==> config.mk <==
export PLATFORM = sky130hd
export DESIGN_NAME = i2c_txn_controller
export DESIGN_NICKNAME = d
export VERILOG_FILES = /design/src/rtl/i2c_txn_controller_pkg.sv /design/src/rtl/i2c_txn_controller.sv
export SDC_FILE = /design/constraint.sdc
export NUM_CORES = 1
export LEC_CHECK = 0
export ABC_CLOCK_PERIOD_IN_PS = 2450
export BUFFER_PORTS_ARGS = -buffer_cell sky130_fd_sc_hd__buf_2
export CAP_MARGIN = 30
export CORE_UTILIZATION = 25
export DETAILED_ROUTE_END_ITERATION = 16
export GPL_TIMING_DRIVEN = 0
export HOLD_SLACK_MARGIN = 0.02
export PLACE_DENSITY_LB_ADDON = 0.08
export SLEW_MARGIN = 20
export SYNTH_ARGS = -nofsm -noshare
export SYNTH_HDL_FRONTEND = slang
export SYNTH_SLANG_ARGS = --single-unit
==> constraint.sdc <==
create_clock -name clk -period 2.45 [get_ports clk]
set_clock_uncertainty 0.1 [all_clocks]
set_input_delay 0.245 -clock clk [delete_from_list [all_inputs] [get_ports clk]]
set_output_delay 0.245 -clock clk [all_outputs]
set_load 0.005 [all_outputs]
==> src/rtl/i2c_txn_controller_pkg.sv <==
// i2c_txn_controller_pkg: shared encodings for the I2C transaction sequencer
// Holds the bus-engine command opcodes, control register bit positions and the FSM state enum.
package i2c_txn_controller_pkg;
    localparam int CTRL_RW       = 0;
    localparam int CTRL_ADDR_LSB = 1;
    localparam int CTRL_ADDR_MSB = 7;
    localparam int CTRL_BEGIN    = 9;
    localparam int CTRL_ABORT    = 11;

    typedef enum logic [1:0] {
        OP_START = 2'd0,
        OP_STOP  = 2'd1,
        OP_WRITE = 2'd2,
        OP_READ  = 2'd3
    } cmd_op_e;

    typedef enum logic [2:0] {
        S_IDLE,
        S_START,
        S_ADDR,
        S_WRITE,
        S_READ,
        S_STOP,
        S_DONE
    } state_e;
endpackage

==> src/rtl/i2c_txn_controller.sv <==
// i2c_txn_controller: turns one control-register request into START/ADDR/data/STOP bus commands
// Ports: clk/rst (async active-high); ctrl_reg/byte_count/clear_begin_trans to the control register;
// tx_fifo_* and rx_fifo_* to the data FIFOs; cmd_*/rsp_* to the bit-level bus engine;
// busy/done_irq/nack_err status.
module i2c_txn_controller
    import i2c_txn_controller_pkg::*;
#(
    parameter int CNT_W = 6
) (
    input  logic             clk,
    input  logic             rst,
    input  logic [11:0]      ctrl_reg,
    input  logic [CNT_W-1:0] byte_count,
    output logic             clear_begin_trans,
    input  logic             tx_fifo_empty,
    input  logic [7:0]       tx_fifo_data,
    output logic             tx_fifo_pop,
    input  logic             rx_fifo_full,
    output logic             rx_fifo_push,
    output logic [7:0]       rx_fifo_data,
    output logic             cmd_valid,
    input  logic             cmd_ready,
    output logic [1:0]       cmd_op,
    output logic [7:0]       cmd_data,
    output logic             cmd_nack,
    input  logic             rsp_valid,
    input  logic [7:0]       rsp_data,
    input  logic             rsp_nack,
    output logic             busy,
    output logic             done_irq,
    output logic             nack_err
);
    localparam logic [CNT_W-1:0] ONE = 1;

    state_e           state_q, state_d;
    logic [6:0]       addr_q, addr_d;
    logic             rw_q, rw_d;
    logic [CNT_W-1:0] rem_q, rem_d;
    logic             abort_q, abort_d;
    logic             out_q, out_d;
    logic             nack_q, nack_d;
    logic             active, abort_now, accept, rsp, start_req;
    logic [CNT_W-1:0] rem_dec;
    cmd_op_e          op;
    logic             unused_ctrl;

    assign unused_ctrl = ^{ctrl_reg[10], ctrl_reg[8]};

    always_ff @(posedge clk or posedge rst) begin
        if (rst) begin
            state_q <= S_IDLE;
            addr_q  <= '0;
            rw_q    <= 1'b0;
            rem_q   <= '0;
            abort_q <= 1'b0;
            out_q   <= 1'b0;
            nack_q  <= 1'b0;
        end else begin
            state_q <= state_d;
            addr_q  <= addr_d;
            rw_q    <= rw_d;
            rem_q   <= rem_d;
            abort_q <= abort_d;
            out_q   <= out_d;
            nack_q  <= nack_d;
        end
    end

    always_comb begin
        active    = state_q inside {S_START, S_ADDR, S_WRITE, S_READ};
        abort_now = active && (abort_q || ctrl_reg[CTRL_ABORT]);
        rsp       = out_q && rsp_valid;
        rem_dec   = (rem_q == '0) ? rem_q : rem_q - ONE;
        start_req = state_q == S_IDLE && ctrl_reg[CTRL_BEGIN] && !ctrl_reg[CTRL_ABORT];
        op        = state_q == S_START ? OP_START :
                    state_q == S_STOP  ? OP_STOP  :
                    state_q == S_READ  ? OP_READ  : OP_WRITE;
        // a new command is presented only when nothing is outstanding and its data path is ready
        cmd_valid = !out_q && (state_q inside {S_START, S_ADDR, S_STOP} ||
                               (state_q == S_WRITE && !tx_fifo_empty) ||
                               (state_q == S_READ && !rx_fifo_full));
        cmd_op    = cmd_valid ? op : OP_START;
        cmd_data  = !cmd_valid         ? 8'h00 :
                    state_q == S_ADDR  ? {addr_q, rw_q} :
                    state_q == S_WRITE ? tx_fifo_data : 8'h00;
        cmd_nack  = cmd_valid && state_q == S_READ && rem_q == ONE;
        accept    = cmd_valid && cmd_ready;
        tx_fifo_pop  = accept && state_q == S_WRITE;
        rx_fifo_push = rsp && state_q == S_READ;
        rx_fifo_data = rx_fifo_push ? rsp_data : 8'h00;
        // gated by rst so every output reads 0 while reset is held, even with begin asserted
        clear_begin_trans = start_req && !rst;
        busy     = state_q != S_IDLE;
        done_irq = state_q == S_DONE;
        nack_err = nack_q;
        state_d = state_q;
        addr_d  = addr_q;
        rw_d    = rw_q;
        rem_d   = rem_q;
        nack_d  = nack_q;
        out_d   = accept ? 1'b1 : rsp ? 1'b0 : out_q;
        abort_d = state_q == S_DONE ? 1'b0 : abort_q || (active && ctrl_reg[CTRL_ABORT]);
        case (state_q)
            S_IDLE: if (start_req) begin
                state_d = S_START;
                addr_d  = ctrl_reg[CTRL_ADDR_MSB:CTRL_ADDR_LSB];
                rw_d    = ctrl_reg[CTRL_RW];
                rem_d   = byte_count;
                nack_d  = 1'b0;
            end
            S_START: if (rsp) state_d = abort_now ? S_STOP : S_ADDR;
            S_ADDR: if (rsp) begin
                nack_d  = nack_q || rsp_nack;
                state_d = (rsp_nack || abort_now || rem_q == '0) ? S_STOP : rw_q ? S_READ : S_WRITE;
            end
            S_WRITE: if (rsp) begin
                rem_d   = rem_dec;
                nack_d  = nack_q || rsp_nack;
                state_d = (rsp_nack || abort_now || rem_q <= ONE) ? S_STOP : S_WRITE;
            end
            S_READ: if (rsp) begin
                rem_d   = rem_dec;
                state_d = (abort_now || rem_q <= ONE) ? S_STOP : S_READ;
            end
            S_STOP: if (rsp) state_d = S_DONE;
            S_DONE: state_d = S_IDLE;
            default: state_d = S_IDLE;
        endcase
        // an abort with no command presented or in flight goes straight to STOP;
        // a presented command is still carried through its handshake and response first
        if (abort_now && !out_q && !cmd_valid) state_d = S_STOP;
    end
endmodule

# [After elaboration in Yosys (flattened, before gate mapping)]
# Index checks and enable logic that the tools add are counted.
# W data, S select, Z words.
[word_totals] register_bits=20 inputBits=41 output_inout_bits=26 elab_cells=102
[op_classes] n_addsub=1 n_lt_le_gt_ge=1 n_eq_ne=17 n_mux=31 n_reduce_logical=45
[ops] op="$mux W3" n=11
[ops] op="$mux W8" n=4
[ops] op="$mux W6" n=3
[ops] op="$ne A3 B2 Y1 const B" n=6
[ops] op="$pmux W3 S6" n=1
[ops] op="$logic_and A1 B1 Y1" n=16
[ops] op="$pmux W6 S2" n=1
[ops] op="$eq A3 B3 Y1 const B" n=3
[ops] op="$logic_or A1 B1 Y1" n=9
[ops] op="$mux W1" n=7
[ops] op="$eq A3 B2 Y1 const B" n=2
[ops] op="$eq A6 B1 Y1 const B" n=1
[ops] op="$le A6 B1 Y1 const B" n=1
[ops] op="$logic_not A1 Y1" n=6
[ops] op="$logic_not A6 Y1" n=1
[ops] op="$mux W2" n=3
[ops] op="$reduce_and A6 Y1" n=1
[ops] op="$reduce_bool A2 Y1" n=3
[ops] op="$reduce_bool A3 Y1" n=2
[ops] op="$sub A6 B1 Y6 const B" n=1
[ops] op="$ne A2 B1 Y1 const B" n=2
[ops] op="$ne A2 B2 Y1 const B" n=2
[ops] op="$reduce_and A4 Y1" n=1
[ops] op="$reduce_bool A4 Y1" n=1
[ops] op="other kinds (6)" n=7

# [Logic depth before layout (Yosys ltp)]
[logic_depth] word_depth=9 mapped_depth=8

# [Least setup slack after synthesis]
# No wires, ideal clock.
[synth_timing] kind="register to register" start="register state_q[0]" end="register rem_q[2]" setup_time_ps=118 t_arrival_ps=1773 setup_slack_ps=459 path_stages_with_launch=8 period_less_slack_ps=1991 path_cell_list="dfrtp_1 > or3_1 > buf_2 > or3b_4 > buf_6 > o31ai_2 > o21ai_1 > a21o_1"
[synth_between] elab_chain_cells=5 elab_cells_between_ends=12 classes_between="eq/ne (5); mux (1); reduce/logical (6)"
[synth_rtl] element="from (decl)" line="i2c_txn_controller.sv:35" rtl="state_e state_q, state_d;"
[synth_rtl] element="from (signal assigned)" line="i2c_txn_controller.sv:59" rtl="state_q <= state_d;"
[synth_rtl] element="$logic_not A3 Y1" line="i2c_txn_controller.sv:74, i2c_txn_controller.sv:103"
[synth_rtl] element="$logic_and A1 B1 Y1 (2 in series)" line="i2c_txn_controller.sv:74" rtl="start_req = state_q == S_IDLE && ctrl_reg[CTRL_BEGIN] && !ctrl_reg[CTRL_ABORT];"
[synth_rtl] element="$ne A2 B2 Y1 (no source line)"
[synth_rtl] element="$reduce_and A4 Y1 (no source line)"
[synth_rtl] element="to (signal assigned)" line="i2c_txn_controller.sv:62" rtl="rem_q <= rem_d;"
[synth_rtl] element="to (decl)" line="i2c_txn_controller.sv:38" rtl="logic [CNT_W-1:0] rem_q, rem_d;"
# Several ways; a longest one is shown, not always the timed one.
# A chain may end at the register's enable or synchronous reset.

# [Worst setup path after layout]
[layout_timing] start="register state_q[0]" end="output port clear_begin_trans"
[layout_between] elab_chain_cells=4
[layout_rtl] element="$logic_not A3 Y1" line="i2c_txn_controller.sv:74"
[layout_rtl] element="$logic_and A1 B1 Y1 (2 in series)" line="i2c_txn_controller.sv:74"
[layout_rtl] element="$logic_and A1 B1 Y1" line="i2c_txn_controller.sv:92" rtl="clear_begin_trans = start_req && !rst;"
[layout_rtl] element="to (decl)" line="i2c_txn_controller.sv:14" rtl="output logic clear_begin_trans,"
# No other way between the ends.

==> results.json <==
{
  "internal_power_uw": 1053,
  "netlist_area_sq_um": 1415,
  "clk_latency_ns": 0.26,
  "layout_setup_ws_ns": 0.09167,
  "num_rows": 27,
  "pwr-share-comb": 0.572,
  "postRouteAntennaNets": 0,
  "stdcell_area_sq_um": 1926,
  "ys_ff_latch": 20,
  "cp-end-kind": "primary output",
  "rsz0062_at_grt": "false",
  "synth_common_cells": "34 x nand2_1, 26 x nor2_1, 20 x dfrtp_1, 11 x a21oi_1, 11 x mux2i_1",
  "switching_share": 0.4605,
  "r2r-end": "rem_q[1]",
  "yosys_warnings": 0,
  "cts_setup_buffers": 0,
  "leakagePower_uw": 0.001007,
  "grt_pass1_wl_mm": 6.955,
  "start_util": 0.2586,
  "slew_violations": 0,
  "drt_pre_antenna_iters": 4,
  "hold_depth": 3,
  "setup_violations": 0,
  "wl_mm": 4.193,
  "hold_viol": 0,
  "min_to": "addr_q[5]",
  "synth.area.top_cells": "dfrtp_1 35%, nand2_1 9.0%, mux2i_1 7.8%, nor2_1 6.9%, and2_1 4.0%",
  "synth_most_common_cell": "nand2_1",
  "grt_usage": 0.1467,
  "critical_path_class": "flop to primary output",
  "htree_levels": 1,
  "antenna_found_initial": 0,
  "start_kind": "flop",
  "die_w_um": 77.24,
  "numPortBuffers": 64,
  "antenna_cells": 0,
  "place_area_sq_um": 1826,
  "min_period_ns": 2.358,
  "cp.arrival_ns": 2.01,
  "hp-start": "ctrl_reg[6]",
  "synth_top_area_cell": "dfrtp_1",
  "dp_slack_ns": 0.1164,
  "cp.required_ns": 2.11,
  "powerDensity_nw_per_um2": 1014,
  "coreArea_sq_um": 5473,
  "place.gp.congestion": 0.8843,
  "cts_root_buffer": "clkbuf_8",
  "critPathSlowestCell": "dfrtp_2",
  "cts_tree": "done",
  "pwr-share-clk": 0.111,
  "path_max_fanout": 10,
  "ff2ff_setup_slack_ns": 0.28,
  "nets": 300,
  "ff2ff_path_depth": 7,
  "overflow": 0,
  "dieHeight_um": 77.24,
  "max_freq_ghz": 0.4240,
  "yosysSeqAreaShare": 0.3537,
  "layout.cells.non_filler": 327,
  "synth_enable_flop_cells": 0,
  "syn_avg_cell_area_sq_um": 7.608,
  "fillerInstances": 609,
  "drc": 0,
  "setup_tns_ns": 0,
  "drt_iter0_markers": 69,
  "syn_to_final_growth_pct": 36.07,
  "grt_max_degree": 21,
  "via_per_inst": 4.743,
  "grt_pass1_vias": 1450,
  "dp.cells": 322,
  "p_seq_frac": 0.317,
  "synthFlopType": "dfrtp_1",
  "ioPinCount": 67,
  "netlist_instances": 186,
  "cp_common_cell": "buf_2",
  "vias": 1551,
  "place_hpwl_mm": 3.249,
  "outcome": "completed",
  "cts_sinks": 20,
  "r2r-start": "state_q[1]",
  "routedWlPerCell_um": 12.82,
  "synthArstFlopShare": 1.000,
  "slowest_delay_ns": 0.45,
  "clk_pin_slew_worst_paths_ns": 0.08,
  "drive_gt1_frac": 0.3294,
  "syn-num-nets": 229,
  "cap_viol_max_count": 0,
  "fin_crit_sh": 0.9626,
  "yosysTopAreaCellShare": 0.3537,
  "ys_types": 38,
  "ir_drop_v": 0.0004225,
  "cts_buffer_depth": 2,
  "cts_buffers": 3,
  "die_area_sq_um": 5965,
  "path_cells": "or3_1, buf_2, or3b_4, buf_6, nor2_1, buf_2",
  "tightest_slew_ns": 0.5177,
  "p_switching_uw": 898.8,
  "hold_class": "input pin to flop",
  "relSlewSlack": 0.6517
}
## kinds of logic after synthesis
logic type / Yosys count / synth area share
buffers and inverters: 17 / 0.05304
adders and majority gates: 2 / 0.01768
AOI/OAI and AO/OA: 41 / 0.1821
and+or+nand+nor: 95 / 0.3157
muxes: 11 / 0.07781
DFF: 20 / 0.3537
## how the worst max path moves through the flow
stage                         to  startpoint  slack, ns  cells after the start
6_report       clear_begin_trans  state_q[0]       0.09                      6
5_1_grt              cmd_data[1]  state_q[2]      0.004                      8
4_1_cts              cmd_data[2]  state_q[1]       0.03                      8
3_5_place_dp            rem_q[1]  state_q[1]       0.12                      8
3_3_place_gp            rem_q[1]  state_q[1]       0.08                      8
2_1_floorplan           rem_q[2]  state_q[0]       0.46                      7
## sequential cells by signal, indices dropped and copies added (netlist names)
name	count
abort_q	1
addr_q	7
nack_err	1
out_q	1
rem_q	6
rw_q	1
state_q	3
## layout make-up
class | instances | area [sq um] | share of cell area
flip-flops and latches | 20 | 501.7 | 0.2606
well taps | 72 | 90.09 | 0.04678
clock buffers | 3 | 41.29 | 0.02144
inverters | 8 | 30.03 | 0.01559
plain buffers | 9 | 47.55 | 0.02469
repair buffers | 66 | 345.3 | 0.1793
multi-input cells | 149 | 869.6 | 0.4516
## power groups by stage
stage	clock network [uW]	registers [uW]	logic, uW
detailed placement	0	624	1080
floorplan	0	584	783
CTS	228	617	1090
global placement	0	628	1080
global route	242	650	1270
finish	216	619	1120
## metal layers
| layer | routed length (um) | part of all wire | up-vias | GRT usage |
|---|---|---|---|---|
| met5 | 0 | 0 | - | 0 |
| met4 | 42 | 0.010 | 0 | 0.02642 |
| met2 | 1936 | 0.46 | 51 | 0.2381 |
| met1 | 1969 | 0.47 | 711 | 0.2007 |
| li1 | - | - | 785 | - |
| met3 | 244 | 0.058 | 4 | 0.03095 |
## worst max-delay path, delay by kind of cell (launching register included)
| kind | cells | cell delay [ns] |
|---|---|---|
| buf+inv | 3 | 0.43 |
| flops | 1 | 0.45 |
| simple gates | 3 | 0.88 |
## placed cells by master (no fill, tap or decap), types with 4 or more instances in the layout
cell	netlist	routed
nor2_1	26	26
nand2_1	34	33
nor4_1	5	5
buf_2	3	67
dfrtp_1	20	19
mux2i_1	11	11
o21ai_0	6	6
o211ai_1	4	4
inv_1	8	8
a21oi_1	11	11
o21ai_1	6	6
nand3_1	4	4
and2_1	9	9
## repair_timing
action | 4_1_cts | 5_1_grt
setup endpoints to repair | 17 | 16
hold endpoints to repair | 0 | 10
hold buffers | 0 | 1
resized for setup | 3 | 6
## through the flow
step                  util  total power (uW)  hold WS [ns]
floorplan                -              1367        0.1088
global placement    0.3336              1712        0.3391
detailed placement  0.3336              1703        0.3407
CTS                 0.3427              1939       0.06854
global route        0.3519              2159       0.06909
finish              0.3519              1952       0.06977
(Power assumes the default switching activity.)
